$ cat src/rtl/lsu_mem_req_if.sv
// Bundle of core request/response and memory-model pins for lsu_mem_req.
// slave: the load/store unit side; master: the core plus memory model side.
interface lsu_mem_req_if;
    logic        req_valid;
    logic        req_ready;
    logic        req_wen;
    logic [1:0]  req_size;
    logic        req_unsigned;
    logic [31:0] req_addr;
    logic [31:0] req_wdata;
    logic        resp_valid;
    logic        resp_ready;
    logic [31:0] resp_rdata;
    logic        resp_err;
    logic        mem_valid;
    logic        mem_wen;
    logic [31:0] mem_raddr;
    logic [31:0] mem_waddr;
    logic [31:0] mem_wdata;
    logic [7:0]  mem_wmask;
    logic [31:0] mem_rdata;

    modport slave (
        input  req_valid, req_wen, req_size, req_unsigned, req_addr, req_wdata,
        input  resp_ready, mem_rdata,
        output req_ready, resp_valid, resp_rdata, resp_err,
        output mem_valid, mem_wen, mem_raddr, mem_waddr, mem_wdata, mem_wmask
    );

    modport master (
        output req_valid, req_wen, req_size, req_unsigned, req_addr, req_wdata,
        output resp_ready, mem_rdata,
        input  req_ready, resp_valid, resp_rdata, resp_err,
        input  mem_valid, mem_wen, mem_raddr, mem_waddr, mem_wdata, mem_wmask
    );
endinterface

$ cat src/rtl/lsu_mem_req.sv
// Load/store initiator between execute stage and the single-ported memory model.
// Optional macro LSU_MISALIGN_CHECK_EN: flag misaligned half/word accesses instead of aligning them.
//
// state | meaning
// IDLE  | ready for a request; latches it on req_valid
// ISSUE | one memory access cycle (write pulse for stores)
// WAIT  | load data not yet valid; counting down RESP_LAT
// RESP  | response held until resp_ready
module lsu_mem_req #(
    parameter int unsigned RESP_LAT = 1
) (
    input  logic         clk,
    input  logic         rst_n,
    lsu_mem_req_if.slave bus
);
    localparam logic [1:0] ST_IDLE  = 2'd0;
    localparam logic [1:0] ST_ISSUE = 2'd1;
    localparam logic [1:0] ST_WAIT  = 2'd2;
    localparam logic [1:0] ST_RESP  = 2'd3;
    localparam logic [3:0] LAT_M1   = 4'(RESP_LAT - 1);

    logic [1:0]  state_q, state_d;
    logic        wen_q, wen_d;
    logic [1:0]  size_q, size_d;
    logic        uns_q, uns_d;
    logic [29:0] word_q, word_d;
    logic [1:0]  off_q, off_d;
    logic [31:0] wdata_q, wdata_d;
    logic [3:0]  cnt_q, cnt_d;
    logic [31:0] rdata_q, rdata_d;
    logic        err_q, err_d;

    logic        misalign;
    logic [1:0]  eff_off;
    logic [31:0] shifted;
    logic [31:0] load_val;
    logic [31:0] lane_data;
    logic [3:0]  lane_mask;
    logic        in_issue, in_wait;

    // Offset with the bits a half/word access ignores already cleared.
    always_comb begin
        case (bus.req_size)
            2'b00:   eff_off = bus.req_addr[1:0];
            2'b01:   eff_off = {bus.req_addr[1], 1'b0};
            default: eff_off = 2'b00;
        endcase
    end

`ifdef LSU_MISALIGN_CHECK_EN
    assign misalign = ((bus.req_size == 2'b01) && bus.req_addr[0]) ||
                      (bus.req_size[1] && (bus.req_addr[1:0] != 2'b00));
`else
    assign misalign = 1'b0;
`endif

    assign shifted = bus.mem_rdata >> {off_q, 3'b000};

    always_comb begin
        case (size_q)
            2'b00:   load_val = {{24{~uns_q & shifted[7]}}, shifted[7:0]};
            2'b01:   load_val = {{16{~uns_q & shifted[15]}}, shifted[15:0]};
            default: load_val = shifted;
        endcase
    end

    always_comb begin
        case (size_q)
            2'b00: begin
                lane_data = {4{wdata_q[7:0]}};
                lane_mask = 4'b0001 << off_q;
            end
            2'b01: begin
                lane_data = {2{wdata_q[15:0]}};
                lane_mask = 4'b0011 << off_q;
            end
            default: begin
                lane_data = wdata_q;
                lane_mask = 4'hF;
            end
        endcase
    end

    always_comb begin
        state_d = state_q;
        wen_d   = wen_q;
        size_d  = size_q;
        uns_d   = uns_q;
        word_d  = word_q;
        off_d   = off_q;
        wdata_d = wdata_q;
        cnt_d   = cnt_q;
        rdata_d = rdata_q;
        err_d   = err_q;
        case (state_q)
            ST_IDLE: begin
                if (bus.req_valid) begin
                    wen_d   = bus.req_wen;
                    size_d  = bus.req_size;
                    uns_d   = bus.req_unsigned;
                    word_d  = bus.req_addr[31:2];
                    off_d   = eff_off;
                    wdata_d = bus.req_wdata;
                    rdata_d = 32'h0;
                    err_d   = misalign;
                    state_d = misalign ? ST_RESP : ST_ISSUE;
                end
            end
            ST_ISSUE: begin
                if (wen_q) begin
                    state_d = ST_RESP;
                end else if (LAT_M1 == 4'd0) begin
                    rdata_d = load_val;
                    state_d = ST_RESP;
                end else begin
                    cnt_d   = LAT_M1;
                    state_d = ST_WAIT;
                end
            end
            ST_WAIT: begin
                // Final decrement reaches zero in this cycle: capture now.
                if (cnt_q == 4'd1) begin
                    cnt_d   = 4'd0;
                    rdata_d = load_val;
                    state_d = ST_RESP;
                end else begin
                    cnt_d = cnt_q - 4'd1;
                end
            end
            default: begin
                if (bus.resp_ready) state_d = ST_IDLE;
            end
        endcase
    end

    always_ff @(posedge clk or negedge rst_n) begin
        if (!rst_n) begin
            state_q <= ST_IDLE;
            wen_q   <= 1'b0;
            size_q  <= 2'b00;
            uns_q   <= 1'b0;
            word_q  <= 30'h0;
            off_q   <= 2'b00;
            wdata_q <= 32'h0;
            cnt_q   <= 4'd0;
            rdata_q <= 32'h0;
            err_q   <= 1'b0;
        end else begin
            state_q <= state_d;
            wen_q   <= wen_d;
            size_q  <= size_d;
            uns_q   <= uns_d;
            word_q  <= word_d;
            off_q   <= off_d;
            wdata_q <= wdata_d;
            cnt_q   <= cnt_d;
            rdata_q <= rdata_d;
            err_q   <= err_d;
        end
    end

    // Outputs decode straight from state so reset drops them without an edge.
    assign in_issue       = (state_q == ST_ISSUE);
    assign in_wait        = (state_q == ST_WAIT);
    assign bus.req_ready  = (state_q == ST_IDLE);
    assign bus.resp_valid = (state_q == ST_RESP);
    assign bus.resp_rdata = bus.resp_valid ? rdata_q : 32'h0;
    assign bus.resp_err   = bus.resp_valid & err_q;
    assign bus.mem_valid  = in_issue | in_wait;
    assign bus.mem_wen    = in_issue & wen_q;
    assign bus.mem_waddr  = bus.mem_wen ? {word_q, 2'b00} : 32'h0;
    assign bus.mem_raddr  = (bus.mem_valid & ~wen_q) ? {word_q, 2'b00} : 32'h0;
    assign bus.mem_wdata  = bus.mem_wen ? lane_data : 32'h0;
    assign bus.mem_wmask  = bus.mem_wen ? {4'b0000, lane_mask} : 8'h00;
endmodule

$ cat src/flat_wrapper.sv
// flat-port wrapper written by rule: the top's interface ports become plain ports
module lsu_mem_req_flat 
#(
    parameter int unsigned RESP_LAT = 1
)
  (clk, rst_n, bus_req_valid, bus_req_wen, bus_req_size, bus_req_unsigned, bus_req_addr, bus_req_wdata, bus_resp_ready, bus_mem_rdata, bus_req_ready, bus_resp_valid, bus_resp_rdata, bus_resp_err, bus_mem_valid, bus_mem_wen, bus_mem_raddr, bus_mem_waddr, bus_mem_wdata, bus_mem_wmask);
  lsu_mem_req_if bus_i ();
  input  logic clk;
  input  logic rst_n;
  input wire logic [$bits(bus_i.req_valid)-1:0] bus_req_valid;
  input wire logic [$bits(bus_i.req_wen)-1:0] bus_req_wen;
  input wire logic [$bits(bus_i.req_size)-1:0] bus_req_size;
  input wire logic [$bits(bus_i.req_unsigned)-1:0] bus_req_unsigned;
  input wire logic [$bits(bus_i.req_addr)-1:0] bus_req_addr;
  input wire logic [$bits(bus_i.req_wdata)-1:0] bus_req_wdata;
  input wire logic [$bits(bus_i.resp_ready)-1:0] bus_resp_ready;
  input wire logic [$bits(bus_i.mem_rdata)-1:0] bus_mem_rdata;
  output wire logic [$bits(bus_i.req_ready)-1:0] bus_req_ready;
  output wire logic [$bits(bus_i.resp_valid)-1:0] bus_resp_valid;
  output wire logic [$bits(bus_i.resp_rdata)-1:0] bus_resp_rdata;
  output wire logic [$bits(bus_i.resp_err)-1:0] bus_resp_err;
  output wire logic [$bits(bus_i.mem_valid)-1:0] bus_mem_valid;
  output wire logic [$bits(bus_i.mem_wen)-1:0] bus_mem_wen;
  output wire logic [$bits(bus_i.mem_raddr)-1:0] bus_mem_raddr;
  output wire logic [$bits(bus_i.mem_waddr)-1:0] bus_mem_waddr;
  output wire logic [$bits(bus_i.mem_wdata)-1:0] bus_mem_wdata;
  output wire logic [$bits(bus_i.mem_wmask)-1:0] bus_mem_wmask;
  assign bus_i.req_valid = bus_req_valid;
  assign bus_i.req_wen = bus_req_wen;
  assign bus_i.req_size = bus_req_size;
  assign bus_i.req_unsigned = bus_req_unsigned;
  assign bus_i.req_addr = bus_req_addr;
  assign bus_i.req_wdata = bus_req_wdata;
  assign bus_i.resp_ready = bus_resp_ready;
  assign bus_i.mem_rdata = bus_mem_rdata;
  assign bus_req_ready = bus_i.req_ready;
  assign bus_resp_valid = bus_i.resp_valid;
  assign bus_resp_rdata = bus_i.resp_rdata;
  assign bus_resp_err = bus_i.resp_err;
  assign bus_mem_valid = bus_i.mem_valid;
  assign bus_mem_wen = bus_i.mem_wen;
  assign bus_mem_raddr = bus_i.mem_raddr;
  assign bus_mem_waddr = bus_i.mem_waddr;
  assign bus_mem_wdata = bus_i.mem_wdata;
  assign bus_mem_wmask = bus_i.mem_wmask;
  lsu_mem_req #(.RESP_LAT(RESP_LAT)) u_core (.clk(clk), .rst_n(rst_n), .bus(bus_i));
endmodule
$ cat config.mk
export PLATFORM = sky130hd
export DESIGN_NAME = lsu_mem_req_flat
export DESIGN_NICKNAME = d
export VERILOG_FILES = /design/src/rtl/lsu_mem_req_if.sv /design/src/rtl/lsu_mem_req.sv /design/src/flat_wrapper.sv
export SDC_FILE = /design/constraint.sdc
export NUM_CORES = 1
export LEC_CHECK = 0
export CORE_AREA = 2 2 119 121
export DETAILED_ROUTE_END_ITERATION = 16
export DIE_AREA = 0 0 121 123
export PLACE_DENSITY = 0.81
export SYNTH_ARGS = -nofsm -noshare
export SYNTH_HDL_FRONTEND = slang
export SYNTH_SLANG_ARGS = --single-unit
export TNS_END_PERCENT = 30
$ cat constraint.sdc
create_clock -name clk -period 2.3 [get_ports clk]
set_input_delay 0.345 -clock clk [delete_from_list [all_inputs] [get_ports clk]]
set_output_delay 0.345 -clock clk [all_outputs]
set_load 0.02 [all_outputs]
* After elaboration in Yosys (flattened, before gate mapping)
Index checks and enable logic that the tools add are counted.
** Word-level totals
- Register bits after elaboration :: 106
- Input bits :: 104
- Output and inout bits :: 141
- Logic and storage cells :: 55
** Operators by class
- Add/sub/neg operators :: 1
- Eq/ne operators :: 9
- Shifts and indexed selects :: 3
- Mux-type cells :: 18
- Bitwise operators :: 7
- Reduce and logical (&&, ||, !) cells :: 8
** Operator list (count)
- 32-bit 2-to-1 mux :: 7
- 32-bit case mux with 2 select lines :: 2
- 32-bit case mux with 3 select lines :: 1
- 32-bit by 5-bit right shift with 32-bit output :: 1
- 4-bit 2-to-1 mux :: 2
- 4-bit case mux with 2 select lines :: 1
- 2-bit by 1-bit equality test with 1-bit output, second input constant :: 3
- 2-bit logical NOT :: 3
- 2-bit 2-to-1 mux :: 3
- 2-bit != test, second input constant :: 3
- 2-bit case mux with 3 select lines :: 1
- 1-bit bitwise AND :: 4
- 2-bit equality test, second input constant :: 2
- 4-bit by 1-bit equality test with 1-bit output, second input constant :: 1
- 2-bit case mux with 2 select lines :: 1
- 4-bit AND reduction :: 1
- 4-bit nonzero test :: 1
- 1-bit by 2-bit << shifter with 4-bit output, first input constant :: 1
- 2-bit by 2-bit << shifter with 4-bit output, first input constant :: 1
- 4-bit by 1-bit subtractor with 4-bit output, second input constant :: 1
- 3-bit AND reduction :: 1
- 3-bit nonzero test :: 1
- 1-bit inverter :: 2
- 2-bit AND reduction :: 1
- 1-bit bitwise OR :: 1

* Depth between registers and ports, before layout
- Depth in word-level cells :: 5
- Gate-level depth with buffers :: 9

* Worst setup path after synthesis
Ideal clock, no wire load.
- Kind :: register to register
- Start :: reg u_core.cnt_q[1]
- End :: reg u_core.rdata_q[16]
- Arrival :: 2.000 ns
- Required time :: 2.213 ns
- Path slack :: 0.212 ns
- Cell stages (with the launch flop) :: 8
- Period minus slack after synthesis :: 2.088 ns
- Cells stage by stage :: dfrtp_1 -> inv_1 -> ha_1 -> or3b_4 -> a2111o_1 -> buf_2 -> or3_1 -> o211ai_1
** Between the ends
- Cells in the longest elaborated chain, start to end :: 3
** RTL lines
- from (decl) :: RTL line lsu_mem_req.sv:29 : logic [3:0] cnt_q, cnt_d;
- from (signal assigned) :: RTL line lsu_mem_req.sv:156 : cnt_q <= cnt_d;
- 4-bit by 1-bit equality test with 1-bit output :: RTL line lsu_mem_req.sv:122 : if (cnt_q == 4'd1) begin
- 2-bit != test (no source line)
- 4-bit AND reduction (no source line)
- to (signal assigned) :: RTL line lsu_mem_req.sv:157 : rdata_q <= rdata_d;
- to (decl) :: RTL line lsu_mem_req.sv:30 : logic [31:0] rdata_q, rdata_d;
No other way between the ends.
A chain may end at the register's enable or synchronous reset.

* Worst setup path in the final report
- Start :: reg u_core.state_q[0]
- End :: out bus_mem_raddr[30]
** Between the ends
- Cells in the longest elaborated chain, start to end :: 4
** RTL lines
- from (decl) :: RTL line lsu_mem_req.sv:22 : logic [1:0] state_q, state_d;
- from (signal assigned) :: RTL line lsu_mem_req.sv:149 : state_q <= state_d;
- 2-bit by 1-bit equality test with 1-bit output / 2-bit equality test (equally long branches) :: RTL line lsu_mem_req.sv:163, lsu_mem_req.sv:164
- 1-bit bitwise OR (*) :: RTL line lsu_mem_req.sv:169 : assign bus.mem_valid = in_issue | in_wait;
- 1-bit bitwise AND (*) :: RTL line lsu_mem_req.sv:172 : assign bus.mem_raddr = (bus.mem_valid & ~wen_q) ? {word_q, 2'b00} : 32'h0;
- 32-bit 2-to-1 mux (*) :: RTL line lsu_mem_req.sv:172
- to (decl) :: RTL line flat_wrapper.sv:24 : output wire logic [$bits(bus_i.mem_raddr)-1:0] bus_mem_raddr;
Mark *: on every way between the ends. The rest lies on a longest branch, timed or not.

==> results.ini <==
[yosys]
avgSynthCellArea_um2=10.1
synth-main-ff-cell=dfrtp_1
yosysSeqAreaShare=0.448
async_flop_share=1.00
yosys-top-cells-count=106 x dfrtp_1, 73 x mux2_2, 62 x and2_1
yosys.area.top_type=dfrtp_1
synth.top_cell.area_share=0.448
synthTopCellsByArea=dfrtp_1 45%, mux2_2 14%, and2_1 6.6%, mux2i_1 5.9%, and3_1 4.0%
ys_ff_latch=106
yosysMostFrequentCell=dfrtp_1
ys_types=37
mappedNetlistArea_um2=5910
synth-edff-count=0
synthCells=583
yosysWarnings=0

[route]
detail-route-antenna-nets=0
wl_per_cell_um=19.0
via_per_inst=5.35
drt_iter0_drc=315
first_pass_iters=5
vias=5388
routed_wl_mm=19.1
drcViolationCount=0

[global_route]
grt_util_all_layers=0.250
grt_start_max_net_pins=48
grt_pass1_wl_mm=28.7
grt_pass1_vias=5388
grt_antenna_before_repair=0
overflow=0

[timing]
finalSetupViolations=1
fmax_mhz=434
slew_violations=0
post-route-period-util=1.00
holdWs_ps=467
rsz0062_at_grt=yes
hold_viol_final=0
setup_ws_ps=-6.80
max-slew-margin-rel=0.503
skew_ps=8.80
period_needed_ps=2310
final.setup.tns_ps=-6.80
tightest_slew_ps=740

[pwr]
pwr-share-clk=0.138
p_leak_nw=4.72
ir_worst_vdd_uv=719
pwr_density_cell_nw_per_um2=1480
switching_share=0.434
internal_power_mw=7.43
comb_power_share=0.595
p_switching_mw=5.71
p_seq_frac=0.267
finalPower_mw=13.1

[clock_tree]
clkTransAtPathRegs_ps=70
clock_latency_ps=360
cts_root_buf=clkbuf_16
htreeDepth=3
cts_max_path_buffers=2
cts_tree=built
cts_inserted_buffers=9
cts_sinks=106

[floorplanning]
start_util=0.435
die_h_um=123
die_w_um=121
ios=245
num_rows=43
coreArea_um2=13600
dieArea_um2=14900

[placed_design]
hpwl_mm=13.6
placed_cells=981
finalWeightedCongestion=0.937
portBuffers=235

[critical_path]
cp_slowest_cell=dfrtp_2
rrSetupSlack_ps=50
cp-end-kind=output pin
crit_family=buffers and inverters
worstPathMaxFanout=5
crit_arrival_ps=1960
path_depth=6
max_stage_delay_ps=400
crit_buf_inv=3
worst_setup_path_start_kind=register
worstSetupPathType=register to output pin
worstPathCellList=inv_1, ha_4, nor2b_4, buf_4, and2_1, clkdlybuf4s15_2
required_ps=1960
reg2regPathDepth=7

[job]
maxCapViolCount=0

[min_path]
min_path_type=register to register
min_path_cells=2

[finish]
layout.cells.non_filler=1007
nets=933
area_growth_pct=50.5
diodes=0
fin_util=0.654
layout-drive-gt1-share=0.253

[outcome]
status=finished with violations
violations=setup timing

placed cells by master (no fill, tap or decap), types with 5 or more instances in the layout:
cell / count
a211oi_1: 6
a21oi_1: 30
a221oi_1: 7
a22o_1: 8
and2_1: 60
and3_1: 38
buf_2: 22
buf_4: 35
clkbuf_16: 11
clkbuf_2: 23
clkdlybuf4s15_2: 6
clkdlybuf4s50_1: 103
conb_1: 9
dfrtp_1: 105
dlygate4sd2_1: 39
dlymetal6s2s_1: 32
inv_1: 5
mux2_2: 73
mux2i_1: 35
nand2_1: 38
nor2_1: 43
o211ai_1: 8
o21ai_0: 10
o22ai_1: 8
or3_1: 8
timing repair:
item,in CTS,in global routing
setup buffers,3,3
gates cloned,1,2
hold buffers,1,0
pin swaps,1,2
hold endpoints to repair,33,0
setup endpoints to repair,137,124
resized for setup,183,128
sequential cells by signal (all words and copies together) (netlist names):
name	count
u_core.rdata_q	32
u_core.cnt_q	4
u_core.wen_q	1
u_core.state_q	2
u_core.wdata_q	32
u_core.off_q	2
u_core.size_q	2
u_core.uns_q	1
u_core.word_q	30
path summary, 6_finish.rpt:
check                                         startpoint                        endpoint
hold reg to reg            u_core.rdata_q[7]$_DFFE_PN0P_   u_core.rdata_q[7]$_DFFE_PN0P_
setup / recovery           u_core.state_q[0]$_DFFE_PN0P_               bus_mem_raddr[30]
min in group asynchronous                          rst_n    u_core.word_q[3]$_DFFE_PN0P_
hold / removal             u_core.rdata_q[7]$_DFFE_PN0P_   u_core.rdata_q[7]$_DFFE_PN0P_
setup reg to reg             u_core.cnt_q[1]$_DFFE_PN0P_  u_core.rdata_q[23]$_DFFE_PN0P_
max in group asynchronous                          rst_n  u_core.rdata_q[17]$_DFFE_PN0P_
tightest hold or removal path: cells and delay by family, from the launching register on:
family / cells / cell delay, ps
flip-flops: 1 / 340
AND/OR/NAND/NOR: 2 / 100
metrics by stage:
step                cell area [um2]  setup WS [ps]
floorplan                      5940            212
global placement               8550          -72.5
detailed placement             8550          -94.9
CTS                            8930          -30.8
global route                   8900          -85.4
finish                         8900          -6.80
final cells by class:
cell class / count / area, um2
Tap cell: 180 / 225
Clock buffer: 10 / 239
Sequential cell: 106 / 2650
Fill cell: 1123 / 4710
Inverter: 7 / 26.3
Multi-Input combinational cell: 423 / 3080
Timing Repair Buffer: 275 / 2560
Clock inverter: 6 / 113
kinds of logic after synthesis:
| group | count (synthesis) | synth area share |
|---|---|---|
| compound gates | 87 | 0.0977 |
| fa+ha+maj | 7 | 0.0148 |
| buf+inv | 62 | 0.0474 |
| flops | 106 | 0.448 |
| mux | 109 | 0.202 |
| other cells | 1 | 0.000634 |
| simple gates | 211 | 0.189 |
power groups by stage:
stage	Sequential [mW]	Combinational, mW	Clock (mW)
after global routing	3.61	8.39	1.91
after floorplan	3.17	4.91	0
after CTS	3.49	7.69	1.84
after detailed placement	3.50	7.82	0
final	3.51	7.81	1.82
after global placement	3.45	7.62	0
per-layer routing:
| layer | wire [um] | GRT usage | share of wire | vias to the layer above |
|---|---|---|---|---|
| met2 | 9290 | 0.414 | 0.49 | 245 |
| met4 | 510 | 0.118 | 0.027 | 0 |
| met5 | 0 | 0 | 0 | - |
| li1 | - | - | - | 2498 |
| met1 | 7540 | 0.304 | 0.39 | 2609 |
| met3 | 1750 | 0.0683 | 0.092 | 36 |
No activity file was read; power rests on OpenSTA's default activity.
